File: src/rtl/pid_output_router.sv
// Routes PID results by channel into a DAC queue or per-device DDS queues and
// issues them to the output controllers over valid/ready, counting every drop.
module pid_output_router #(
   parameter int W_CHAN     = 5,
   parameter int W_DATA     = 48,
   parameter int N_DAC      = 8,
   parameter int W_DAC_CHAN = 3,
   parameter int W_DAC_DATA = 16,
   parameter int N_DDS      = 1,
   parameter int W_FREQ     = 48,
   parameter int D_DAC      = 16,
   parameter int D_DDS      = 4,
   parameter int W_CNT      = 16
) (
   input  logic                    clk_in,
   input  logic                    rst_in,
   input  logic                    dv_in,
   input  logic [W_CHAN-1:0]       chan_in,
   input  logic [W_DATA-1:0]       data_in,
   output logic                    dac_vld_out,
   input  logic                    dac_rdy_in,
   output logic [W_DAC_CHAN-1:0]   dac_chan_out,
   output logic [W_DAC_DATA-1:0]   dac_data_out,
   output logic [N_DDS-1:0]        dds_vld_out,
   input  logic [N_DDS-1:0]        dds_rdy_in,
   output logic [2*N_DDS-1:0]      dds_sel_out,
   output logic [N_DDS*W_FREQ-1:0] dds_data_out,
   input  logic                    clr_in,
   output logic [N_DDS:0]          ovf_out,
   output logic [W_CNT-1:0]        drop_cnt_out
);

   localparam int W_S1   = (W_FREQ > W_DAC_DATA) ? W_FREQ : W_DAC_DATA;
   localparam int AW_DAC = $clog2(D_DAC);
   localparam int AW_DDS = $clog2(D_DDS);

   function automatic logic [W_CNT-1:0] sat_add(input logic [W_CNT-1:0] a, input logic [1:0] b);
      logic [W_CNT+1:0] s;
      s = {2'b00, a} + {{W_CNT{1'b0}}, b};
      if (s[W_CNT+1:W_CNT] != 2'b00) return '1;
      return s[W_CNT-1:0];
   endfunction

   logic [31:0]      w_chan32;
   logic             w_dec_dac;
   logic [N_DDS-1:0] w_dec_dds;
   logic [1:0]       w_dec_sel;
   logic             w_unmap;
   logic             w_unused_data;

   assign w_chan32      = 32'(chan_in);
   assign w_unused_data = ^data_in;

   always_comb begin
      w_dec_dac = 1'b0;
      w_dec_dds = '0;
      w_dec_sel = 2'b00;
      if (w_chan32 < 32'(N_DAC)) w_dec_dac = 1'b1;
      for (int i = 0; i < N_DDS; i++) begin
         if (w_chan32 == 32'(N_DAC + i)) begin
            w_dec_dds[i] = 1'b1;
            w_dec_sel    = 2'b00;
         end
         if (w_chan32 == 32'(N_DAC + N_DDS + i)) begin
            w_dec_dds[i] = 1'b1;
            w_dec_sel    = 2'b01;
         end
         if (w_chan32 == 32'(N_DAC + 2*N_DDS + i)) begin
            w_dec_dds[i] = 1'b1;
            w_dec_sel    = 2'b10;
         end
      end
   end

   assign w_unmap = dv_in && !w_dec_dac && (w_dec_dds == '0);

   // Stage 1: decode register; unmapped results never enter it
   logic                  r_s1_dac;
   logic [N_DDS-1:0]      r_s1_dds;
   logic [1:0]            r_s1_sel;
   logic [W_DAC_CHAN-1:0] r_s1_chan;
   logic [W_S1-1:0]       r_s1_data;

   always_ff @(posedge clk_in or negedge rst_in) begin
      if (!rst_in) begin
         r_s1_dac <= 1'b0;
         r_s1_dds <= '0;
      end else begin
         r_s1_dac <= dv_in && w_dec_dac;
         r_s1_dds <= dv_in ? w_dec_dds : '0;
      end
   end

   always_ff @(posedge clk_in) begin
      if (dv_in) begin
         r_s1_sel  <= w_dec_sel;
         r_s1_chan <= chan_in[W_DAC_CHAN-1:0];
         r_s1_data <= data_in[W_S1-1:0];
      end
   end

   // Stage 2: enqueue; a full queue still accepts when its head leaves this cycle
   logic [W_DAC_CHAN-1:0] r_dac_chan_mem [D_DAC];
   logic [W_DAC_DATA-1:0] r_dac_data_mem [D_DAC];
   logic [AW_DAC-1:0]     r_dac_wp, r_dac_rp;
   logic [AW_DAC:0]       r_dac_cnt;
   logic                  w_dac_pop, w_dac_full, w_dac_acc;
   logic [N_DDS:0]        w_ovf;

   assign w_dac_pop  = (r_dac_cnt != '0) && dac_rdy_in;
   assign w_dac_full = (r_dac_cnt == (AW_DAC+1)'(D_DAC));
   assign w_dac_acc  = r_s1_dac && (!w_dac_full || w_dac_pop);
   assign w_ovf[0]   = r_s1_dac && w_dac_full && !w_dac_pop;

   always_ff @(posedge clk_in or negedge rst_in) begin
      if (!rst_in) begin
         r_dac_wp  <= '0;
         r_dac_rp  <= '0;
         r_dac_cnt <= '0;
      end else begin
         if (w_dac_acc) r_dac_wp <= r_dac_wp + AW_DAC'(1);
         if (w_dac_pop) r_dac_rp <= r_dac_rp + AW_DAC'(1);
         if (w_dac_acc && !w_dac_pop)      r_dac_cnt <= r_dac_cnt + (AW_DAC+1)'(1);
         else if (!w_dac_acc && w_dac_pop) r_dac_cnt <= r_dac_cnt - (AW_DAC+1)'(1);
      end
   end

   always_ff @(posedge clk_in) begin
      if (w_dac_acc) begin
         r_dac_chan_mem[r_dac_wp] <= r_s1_chan;
         r_dac_data_mem[r_dac_wp] <= r_s1_data[W_DAC_DATA-1:0];
      end
   end

   // Head outputs are gated by valid so reset forces them to zero immediately
   assign dac_vld_out  = (r_dac_cnt != '0);
   assign dac_chan_out = dac_vld_out ? r_dac_chan_mem[r_dac_rp] : '0;
   assign dac_data_out = dac_vld_out ? r_dac_data_mem[r_dac_rp] : '0;

   for (genvar g = 0; g < N_DDS; g++) begin : g_dds
      logic [1:0]        r_sel_mem [D_DDS];
      logic [W_FREQ-1:0] r_dat_mem [D_DDS];
      logic [AW_DDS-1:0] r_wp, r_rp;
      logic [AW_DDS:0]   r_cnt;
      logic              w_pop, w_full, w_acc, w_vld;

      assign w_vld      = (r_cnt != '0);
      assign w_pop      = w_vld && dds_rdy_in[g];
      assign w_full     = (r_cnt == (AW_DDS+1)'(D_DDS));
      assign w_acc      = r_s1_dds[g] && (!w_full || w_pop);
      assign w_ovf[g+1] = r_s1_dds[g] && w_full && !w_pop;

      always_ff @(posedge clk_in or negedge rst_in) begin
         if (!rst_in) begin
            r_wp  <= '0;
            r_rp  <= '0;
            r_cnt <= '0;
         end else begin
            if (w_acc) r_wp <= r_wp + AW_DDS'(1);
            if (w_pop) r_rp <= r_rp + AW_DDS'(1);
            if (w_acc && !w_pop)      r_cnt <= r_cnt + (AW_DDS+1)'(1);
            else if (!w_acc && w_pop) r_cnt <= r_cnt - (AW_DDS+1)'(1);
         end
      end

      always_ff @(posedge clk_in) begin
         if (w_acc) begin
            r_sel_mem[r_wp] <= r_s1_sel;
            r_dat_mem[r_wp] <= r_s1_data[W_FREQ-1:0];
         end
      end

      assign dds_vld_out[g]                  = w_vld;
      assign dds_sel_out[2*g +: 2]           = w_vld ? r_sel_mem[r_rp] : 2'b00;
      assign dds_data_out[g*W_FREQ +: W_FREQ] = w_vld ? r_dat_mem[r_rp] : '0;
   end

   // At most one overflow per cycle since only one entry leaves stage 1
   logic [N_DDS:0]     r_ovf;
   logic [W_CNT-1:0]   r_drop;
   logic [1:0]         w_inc;

   assign w_inc = {1'b0, w_unmap} + {1'b0, |w_ovf};

   always_ff @(posedge clk_in or negedge rst_in) begin
      if (!rst_in) begin
         r_ovf  <= '0;
         r_drop <= '0;
      end else if (clr_in) begin
         r_ovf  <= '0;
         r_drop <= '0;
      end else begin
         r_ovf  <= r_ovf | w_ovf;
         r_drop <= sat_add(r_drop, w_inc);
      end
   end

   assign ovf_out      = r_ovf;
   assign drop_cnt_out = r_drop;

endmodule

File: config.mk
export PLATFORM = sky130hd
export DESIGN_NAME = pid_output_router
export DESIGN_NICKNAME = d
export VERILOG_FILES = /design/src/rtl/pid_output_router.sv
export SDC_FILE = /design/constraint.sdc
export NUM_CORES = 1
export LEC_CHECK = 0
export BUFFER_PORTS_ARGS = -buffer_cell sky130_fd_sc_hd__buf_4
export CAP_MARGIN = 15
export CORE_MARGIN = 1
export CORE_UTILIZATION = 40
export DETAILED_ROUTE_END_ITERATION = 10
export SYNTH_ARGS = -nofsm -noshare
export SYNTH_HDL_FRONTEND = slang
export SYNTH_SLANG_ARGS = --single-unit
File: constraint.sdc
create_clock -name clk_in -period 6.6 [get_ports clk_in]
set_clock_uncertainty 0.05 [all_clocks]
set_input_delay 0.66 -clock clk_in [delete_from_list [all_inputs] [get_ports clk_in]]
set_output_delay 0.66 -clock clk_in [all_outputs]
set_load 0.1 [all_outputs]
# Word-level counts from Yosys, hierarchy flattened
# Memories as Yosys holds them, arrays and structs flattened.
# Cells that the tools add are included.
dict set report word_totals {
  ff_bits 93
  ram_bits 504
  inputBits 59
  out_inout_bits 89
  wordCells 89
  n_memories 4
}
dict set report op_classes {
  add_sub_neg 10
  order_cmp 1
  n_eq_ne 5
  n_mux 24
  n_bitwise 2
  n_reduce_logical 30
}
# memory depth width read_ports rd_ports_with_merged_regs write_ports line_no
set memory_table {}
lappend memory_table {r_dac_data_mem 16 16 1 0 1 104} ;# logic [W_DAC_DATA-1:0] r_dac_data_mem [D_DAC];
lappend memory_table {{g_dds[0].r_dat_mem} 4 48 1 0 1 142} ;# logic [W_FREQ-1:0] r_dat_mem [D_DDS];
lappend memory_table {r_dac_chan_mem 16 3 1 0 1 103} ;# logic [W_DAC_CHAN-1:0] r_dac_chan_mem [D_DAC];
lappend memory_table {{g_dds[0].r_sel_mem} 4 2 1 0 1 141} ;# logic [1:0] r_sel_mem [D_DDS];
# op n
set ops {}
lappend ops {{$mux W16} 4}
lappend ops {{$mux W48} 1}
lappend ops {{$add A16 B2 Y17} 1}
lappend ops {{$eq A5 B4 Y1 const B} 3}
lappend ops {{$logic_and A1 B1 Y1} 15}
lappend ops {{$mux W1} 12}
lappend ops {{$mux W5} 2}
lappend ops {{$mux W3} 3}
lappend ops {{$add A4 B1 Y4 const B} 2}
lappend ops {{$logic_not A1 Y1} 7}
lappend ops {{$reduce_bool A2 Y1} 3}
lappend ops {{$add A5 B1 Y5 const B} 1}
lappend ops {{$eq A5 B5 Y1 const B} 1}
lappend ops {{$lt A5 B4 Y1 const B} 1}
lappend ops {{$reduce_bool A5 Y1} 1}
lappend ops {{$sub A5 B1 Y5 const B} 1}
lappend ops {{$add A2 B1 Y2 const B} 2}
lappend ops {{$mux W2} 2}
lappend ops {{$add A3 B1 Y3 const B} 1}
lappend ops {{$eq A3 B3 Y1 const B} 1}
lappend ops {{$reduce_bool A3 Y1} 1}
lappend ops {{$sub A3 B1 Y3 const B} 1}
lappend ops {{$add A1 B1 Y2} 1}
lappend ops {{$logic_or A1 B1 Y1} 2}
lappend ops {{other kinds (3)} 3}

# Logic depth before layout (Yosys ltp)
# Gate-level depths: netlist of the first run.
dict set report logic_depth {
  ltp_word 13
  mapped_depth 11
  ltp_nobuf 10
}

# Least setup slack after synthesis of the first run
# No wires, ideal clock.
dict set report synth_timing {
  path_type {flip-flop to output port}
  startpoint {register g_dds[0].r_cnt[0]}
  endpoint {output port dds_data_out[38]}
  t_arrival_ns 2.581
  required_ns 5.890
  setup_slack_ns 3.309
  stages_incl_launch_ff 5
  path_buffers 2
  path_cell_list {dfrtp_1 -> or3_1 -> clkbuf_1 -> clkbuf_1 -> and2_1}
}
dict set report synth_via {
  elab_chain_cells 2
}
# item line_no
set synth_rtl {}
lappend synth_rtl {{from (decl)} 144} ;# logic [AW_DDS:0] r_cnt;
lappend synth_rtl {{from (signal assigned)} 161} ;# if (w_acc && !w_pop) r_cnt <= r_cnt + (AW_DDS+1)'(1);
lappend synth_rtl {{from (signal assigned)} 162} ;# else if (!w_acc && w_pop) r_cnt <= r_cnt - (AW_DDS+1)'(1);
lappend synth_rtl {{$reduce_bool A3 Y1} 147} ;# assign w_vld = (r_cnt != '0);
lappend synth_rtl {{net dds_vld_out} 24} ;# output logic [N_DDS-1:0] dds_vld_out,
lappend synth_rtl {{$mux W48} 175} ;# assign dds_data_out[g*W_FREQ +: W_FREQ] = w_vld ? r_dat_mem[r_rp] : '0;
lappend synth_rtl {{to (decl)} 27} ;# output logic [N_DDS*W_FREQ-1:0] dds_data_out,
# The timed path passes the listed nets, and every way through them passes these cells.

# Worst setup path in the final report of the first run
dict set report layout_timing {
  startpoint {register r_dac_rp[3]}
  endpoint {output port dac_chan_out[1]}
}
dict set report layout_via {
  elab_chain_cells 2
}
# item line_no
set layout_rtl {}
lappend layout_rtl {{from (decl)} 105} ;# logic [AW_DAC-1:0] r_dac_wp, r_dac_rp;
lappend layout_rtl {{from (signal assigned)} 122} ;# if (w_dac_pop) r_dac_rp <= r_dac_rp + AW_DAC'(1);
lappend layout_rtl {{$mem_v2 Z16 W3} -}
lappend layout_rtl {{$mux W3} 137} ;# assign dac_chan_out = dac_vld_out ? r_dac_chan_mem[r_dac_rp] : '0;
lappend layout_rtl {{to (decl)} 22} ;# output logic [W_DAC_CHAN-1:0] dac_chan_out,
# Every way passes these cells.

==> results.toml, run 1 <==
[placed_design]
preCtsSetupSlack_ns = 2.92
globalplace.congestion = 0.775
io_buffers = 147
place_area_um2 = 25000
place_hpwl_mm = 27.1

[status]
outcome = "complete, no violations"

[clocking]
clockBufferDepth = 3
cts_buffers = 61
post-cts-setup-buffer-count = 0
path_clk_slew_ns = 0.06
cts_tree = "done"
root_buffer = "clkbuf_16"
insertion_delay_ns = 0.62
clkSinkCount = 597
cts_max_level = 2

[timing]
setup_viol = 0
fin_crit_ns = 4.08
tns_ns = 0
relSlewSlack = 0.408
rsz0062_at_grt = "false"
finalWorstSetupSlack_ns = 2.52
final-hold-violation-count = 0
tightest_slew_ns = 0.888
finalMaxSlewViolations = 0
max_freq_mhz = 245
finalCritPeriodShare = 0.618

[setup_path]
required_ns = 5.89
cp-start-kind = "flop"
ff2ff_path_depth = 9
crit_type = "reg2out"
startpoint = "r_dac_rp[3]"
critPathCapture = "dac_chan_out[1]"
cp-end-kind = "output port"
crit_path_max_fanout = 24
crit_arrival_ns = 3.37
rr_endpoint = "r_dac_cnt[4]"
timing.rr.start = "r_dac_cnt[0]"
r2r_slack_ns = 2.89

[logic_synthesis]
synth_area_um2 = 22900
synth_ff_type = "edfxtp_1"
ys_ff_latch = 597
ys_types = 47
syn_nets = 1146
ys_seq_area_frac = 0.774
syn_area_per_cell_um2 = 21.4
netlist_instances = 1069
synth_edf_count = 557
yosys_warnings = 0
async_flop_share = 0.0670

[die]
io_pins = 148
die_w_um = 241
die_h_um = 241
rows = 87
core_um2 = 56500
start_util = 0.406
die_area_um2 = 58200

[route]
drcViolationCount = 0
via_count = 10700
drt-vias-per-instance = 5.16
drt_wl_total_mm = 47.9
routedWlPerCell_um = 23.2
postRouteAntennaNets = 0
dr.pass1.iters = 5
drtIter0Drc = 626

[global_routing]
grt_pass1_wl_mm = 71.2
grt_pass1_vias = 11200
grt_max_degree = 52
antenna_found_initial = 5
grt-ovfl-total = 0
track_usage = 0.169

[job]
maxCapViolCount = 0

[finish]
drive_above_1_share = 0.336
area_delta_synth_final_pct = 17.7
postLayoutCoreUtil = 0.477
nNetsFinal = 1334
stdcell_area_um2 = 27000

[power]
power_w = 0.0131
p_leak_nw = 9.00
ir_drop_v = 0.000374
power.density_nw_per_um2 = 487

[min_path]
hold_path.class = "in2reg"
min_delay_path_depth = 1
[stage by stage]
step | std cells | hold slack [ns]
floorplan | 1069 | 0.314
global placement | 1949 | 0.418
detailed placement | 1949 | 0.430
CTS | 2064 | 0.118
global route | 2066 | 0.132
finish | 2067 | 0.160
[registers in the layout, summed over array words and instances (netlist names)]
signal and count:
r_dac_data_mem 256, g_dds.r_dat_mem 192, r_dac_chan_mem 48, r_s1_data 48, drop_cnt_out 16, g_dds.r_sel_mem 8, r_dac_cnt 5, r_dac_rp 4
r_dac_wp 4, g_dds.r_cnt 3, r_s1_chan 3, g_dds.r_rp 2, g_dds.r_wp 2, ovf_out 2, r_s1_sel 2, r_s1_dac 1
r_s1_dds 1
[layout by cell type (no fill, tap or decap), types with 9 or more instances in the layout]
| master | Yosys | final |
|---|---|---|
| a21oi_1 | 20 | 20 |
| inv_1 | 13 | 13 |
| xnor2_1 | 19 | 19 |
| mux4_2 | 126 | 126 |
| mux2_2 | 22 | 22 |
| a221o_1 | 10 | 10 |
| buf_4 | 0 | 173 |
| dfrtp_1 | 40 | 36 |
| nand3_1 | 10 | 10 |
| and2b_1 | 14 | 14 |
| clkinv_1 | 1 | 11 |
| a221o_2 | 9 | 9 |
| edfxtp_1 | 557 | 557 |
| clkbuf_16 | 0 | 63 |
| clkinv_2 | 0 | 11 |
| nand2_1 | 19 | 19 |
| ha_1 | 15 | 15 |
| clkbuf_1 | 35 | 21 |
| and2_1 | 54 | 50 |
| nor2_1 | 19 | 15 |
[layer usage]
| metal | up-vias | part of all wire | global-route usage |
|---|---|---|---|
| met5 | - | 0.00098 | 0 |
| met4 | 6 | 0.024 | 0.0516 |
| met3 | 80 | 0.069 | 0.0438 |
| met2 | 274 | 0.49 | 0.277 |
| met1 | 5552 | 0.41 | 0.223 |
| li1 | 4744 | - | - |
[how the worst min path moves through the flow]
stage                 startpoint                        end  slack, ns
3_3_place_gp       r_s1_data[18]  g_dds[0].r_dat_mem[2][18]       0.42
6_report             data_in[17]              r_s1_data[17]       0.16
2_1_floorplan             rst_in            drop_cnt_out[0]       0.31
5_1_grt              data_in[19]              r_s1_data[19]       0.13
4_1_cts              data_in[23]              r_s1_data[23]       0.12
3_5_place_dp   g_dds[0].r_cnt[2]          g_dds[0].r_cnt[2]       0.43
[synthesized netlist by cell type (2+ instances only)]
library cell	instances	area, µm²
edfxtp_1	557	16700
mux4_2	126	2840
and2_1	54	338
dfrtp_1	40	1000
clkbuf_1	35	131
mux2_2	22	248
a21oi_1	20	100
nand2_1	19	71.3
nor2_1	19	71.3
xnor2_1	19	166
ha_1	15	188
and2b_1	14	105
inv_1	13	48.8
nor3_1	11	55.1
a221o_1	10	100
buf_2	10	50.1
nand3_1	10	50.1
a221o_2	9	101
nor2b_1	7	43.8
nor4_1	7	43.8
o21ai_0	7	35.0
xor2_1	6	52.6
and3_1	5	31.3
fa_1	3	60.1
nor3b_1	3	22.5
buf_1	2	7.51
buf_6	2	22.5
mux2i_1	2	20.0
nand2b_1	2	12.5
nand4_1	2	12.5
o21ai_1	2	10.0
[power breakdown]
part / total, W / switching [W] / internal, W / leakage (nW)
Combinational: 0.00506 / 0.00348 / 0.00157 / 2.49
Sequential: 0.00476 / 0.000420 / 0.00434 / 5.56
Clock: 0.00331 / 0.00139 / 0.00192 / 0.944
[kinds of logic after synthesis]
kind of cell | share of synthesized area
AO/OA/AOI/OAI | 0.0184
XOR/XNOR | 0.00956
adder cells (fa/ha/maj) | 0.0108
buffers and inverters | 0.0122
flip-flops | 0.774
multiplexers | 0.136
AND/OR/NAND/NOR | 0.0400
[critical path, stage by stage, from the launching register on]
cell,delay (ns)
dfrtp_1,0.92
buf_4,0.55
mux4_2,0.38
mux2_2,0.28
a221o_2,0.35
buf_4,0.24
[cell type report]
| type | instances | area, µm² |
|---|---|---|
| Antenna cell | 3 | 7.51 |
| Clock buffer | 86 | 1680 |
| Clock inverter | 28 | 239 |
| Fill cell | 4669 | 29500 |
| Inverter | 14 | 52.6 |
| Multi-Input combinational cell | 408 | 4970 |
| Sequential cell | 597 | 17700 |
| Tap cell | 756 | 946 |
| Timing Repair Buffer | 175 | 1330 |
[repair_timing]
item,CTS,global route
hold buffers,1,0
endpoints found under the hold margin,40,0
gates resized for setup,0,0
endpoints found under the setup margin,0,0
No activity file was read; power rests on OpenSTA's default activity.
==> run 2, diff against run 1 <==
==> constraint.sdc (replaced) <==
create_clock -name clk_in -period 3.9 [get_ports clk_in]
set_clock_uncertainty 0.05 [all_clocks]
set_input_delay 0.39 -clock clk_in [delete_from_list [all_inputs] [get_ports clk_in]]
set_output_delay 0.39 -clock clk_in [all_outputs]
set_load 0.1 [all_outputs]
==> results.toml, run 2 (synthesis gave the netlist of run 1 again) <==
[finish]
multiInputGateArea_um2 = 4970
area_delta_synth_final_pct = 21.0
fill_cells = 4621
regArea_um2 = 17700
largest_reg_flops = 256
nNetsFinal = 1400
largest_register = "r_dac_data_mem"
top_regs = "r_dac_data_mem (256), g_dds.r_dat_mem (192)"
drive_above_1_share = 0.329
postLayoutCoreUtil = 0.491
layout_commonest_cell = "edfxtp_1"
layout_common_cells = "edfxtp_1 (557), buf_4 (177), mux4_2 (126)"

[clocking]
clkSinkCount = 597
cts_buffers = 61
clockBufferDepth = 3
insertion_delay_ns = 0.63
post-cts-setup-buffer-count = 0
cts_tree = "done"
cts_max_level = 2
path_clk_slew_ns = 0.06
root_buffer = "clkbuf_16"

[setup_path]
crit_path_max_fanout = 39
required_ns = 3.46
timing.rr.start = "r_dac_cnt[0]"
crit_type = "reg2out"
startpoint = "r_dac_rp[1]"
cp-end-kind = "output port"
crit_arrival_ns = 3.25
cp-start-kind = "flop"

[die]
io_pins = 148
die_area_um2 = 58200
die_h_um = 241
core_um2 = 56500
start_util = 0.406
die_w_um = 241
rows = 87

[global_routing]
use_met2 = 0.274
grt_max_degree = 42
met3_usage = 0.0391
use_met1 = 0.229
busiest_layer = "met2"
antenna_found_initial = 5
grt_pass1_vias = 11600
grt_pass1_wl_mm = 72.5
track_usage = 0.169
grt-ovfl-total = 0

[timing]
max_freq_mhz = 271
setup_viol = 0
tightest_slew_ns = 0.791
tns_ns = 0
rsz0062_at_grt = "false"
final-hold-violation-count = 0
finalWorstSetupSlack_ns = 0.215
fin_crit_ns = 3.69
holdWs_ns = 0.166
finalMaxSlewViolations = 0
relSlewSlack = 0.473
finalCritPeriodShare = 0.945

[status]
outcome = "complete, no violations"

[route]
routedWlPerCell_um = 22.4
drcViolationCount = 0
drt_wl_total_mm = 47.6
postRouteAntennaNets = 0
drtIter0Drc = 717
dr.pass1.iters = 5
via_count = 10900
drt-vias-per-instance = 5.13

[placed_design]
place_hpwl_mm = 27.7
globalplace.congestion = 0.814
preCtsSetupSlack_ns = 0.580
io_buffers = 147

[job]
maxCapViolCount = 0

[min_path]
hold_start = "dv_in"
hold_path.class = "in2reg"

[power]
ir_drop_v = 0.000730
p_leak_nw = 9.32
power.density_nw_per_um2 = 814
==> run 2: cell count changes in the layout (fill, tap and decap cells not counted), moves of 4 or more <==
cell           change
clkbuf_1          -10
buf_12             +5
buf_4              +4
dlygate4sd3_1     +57
bufinv_16          +4
==> run 2: power breakdown <==
part / internal (W) / switching [W] / leakage [nW] / total (W)
registers: 0.00735 / 0.000621 / 5.56 / 0.00797
clock network: 0.00339 / 0.00239 / 0.963 / 0.00577
logic: 0.00276 / 0.00605 / 2.79 / 0.00881
==> run 2: worst paths after layout <==
kind	end	slack, ns	cells after the start
min in group asynchronous	drop_cnt_out[9]	0.24	2
worst min-delay path	r_s1_data[22]	0.17	1
worst max-delay path	dac_data_out[4]	0.21	5
worst min register to register	g_dds[0].r_cnt[2]	0.44	1
worst max register to register	r_dac_cnt[4]	0.53	10
max in group asynchronous	r_dac_rp[1]	3.16	2
==> run 2: timing repair <==
item                                   in CTS  in global routing
endpoints found under the hold margin     106                  0
hold buffers                               58                  0
gates resized for setup                     0                  0
==> run 2: area by class of cell <==
cell class,instances,area share
repair buffers,241,0.0732
diodes,4,0.000361
inverters,14,0.00190
multi-input cells,408,0.179
flip-flops and latches,597,0.640
clock inverters,37,0.0145
clock buffers,72,0.0566
well taps,756,0.0341
==> run 2: routing by layer <==
metal,routed length (µm),vias to the layer above
met2,23100,245
met4,978,2
li1,-,4865
met3,2740,68
met1,20800,5744
met5,13,-
==> run 2: critical path, stage by stage (launching register included) <==
cell and delay [ns]:
dfrtp_4 0.85, buf_4 0.35, mux4_2 0.53, mux2_2 0.28
a221o_2 0.33, buf_4 0.23
==> run 2: metrics by stage <==
| stage | power [W] | area (µm²) | instances |
|---|---|---|---|
| after floorplan | 0.0149 | 22900 | 1069 |
| after global placement | 0.0170 | 25200 | 1958 |
| after detailed placement | 0.0170 | 25200 | 1958 |
| after CTS | 0.0229 | 27700 | 2125 |
| after global routing | 0.0234 | 27700 | 2129 |
| final | 0.0226 | 27700 | 2129 |
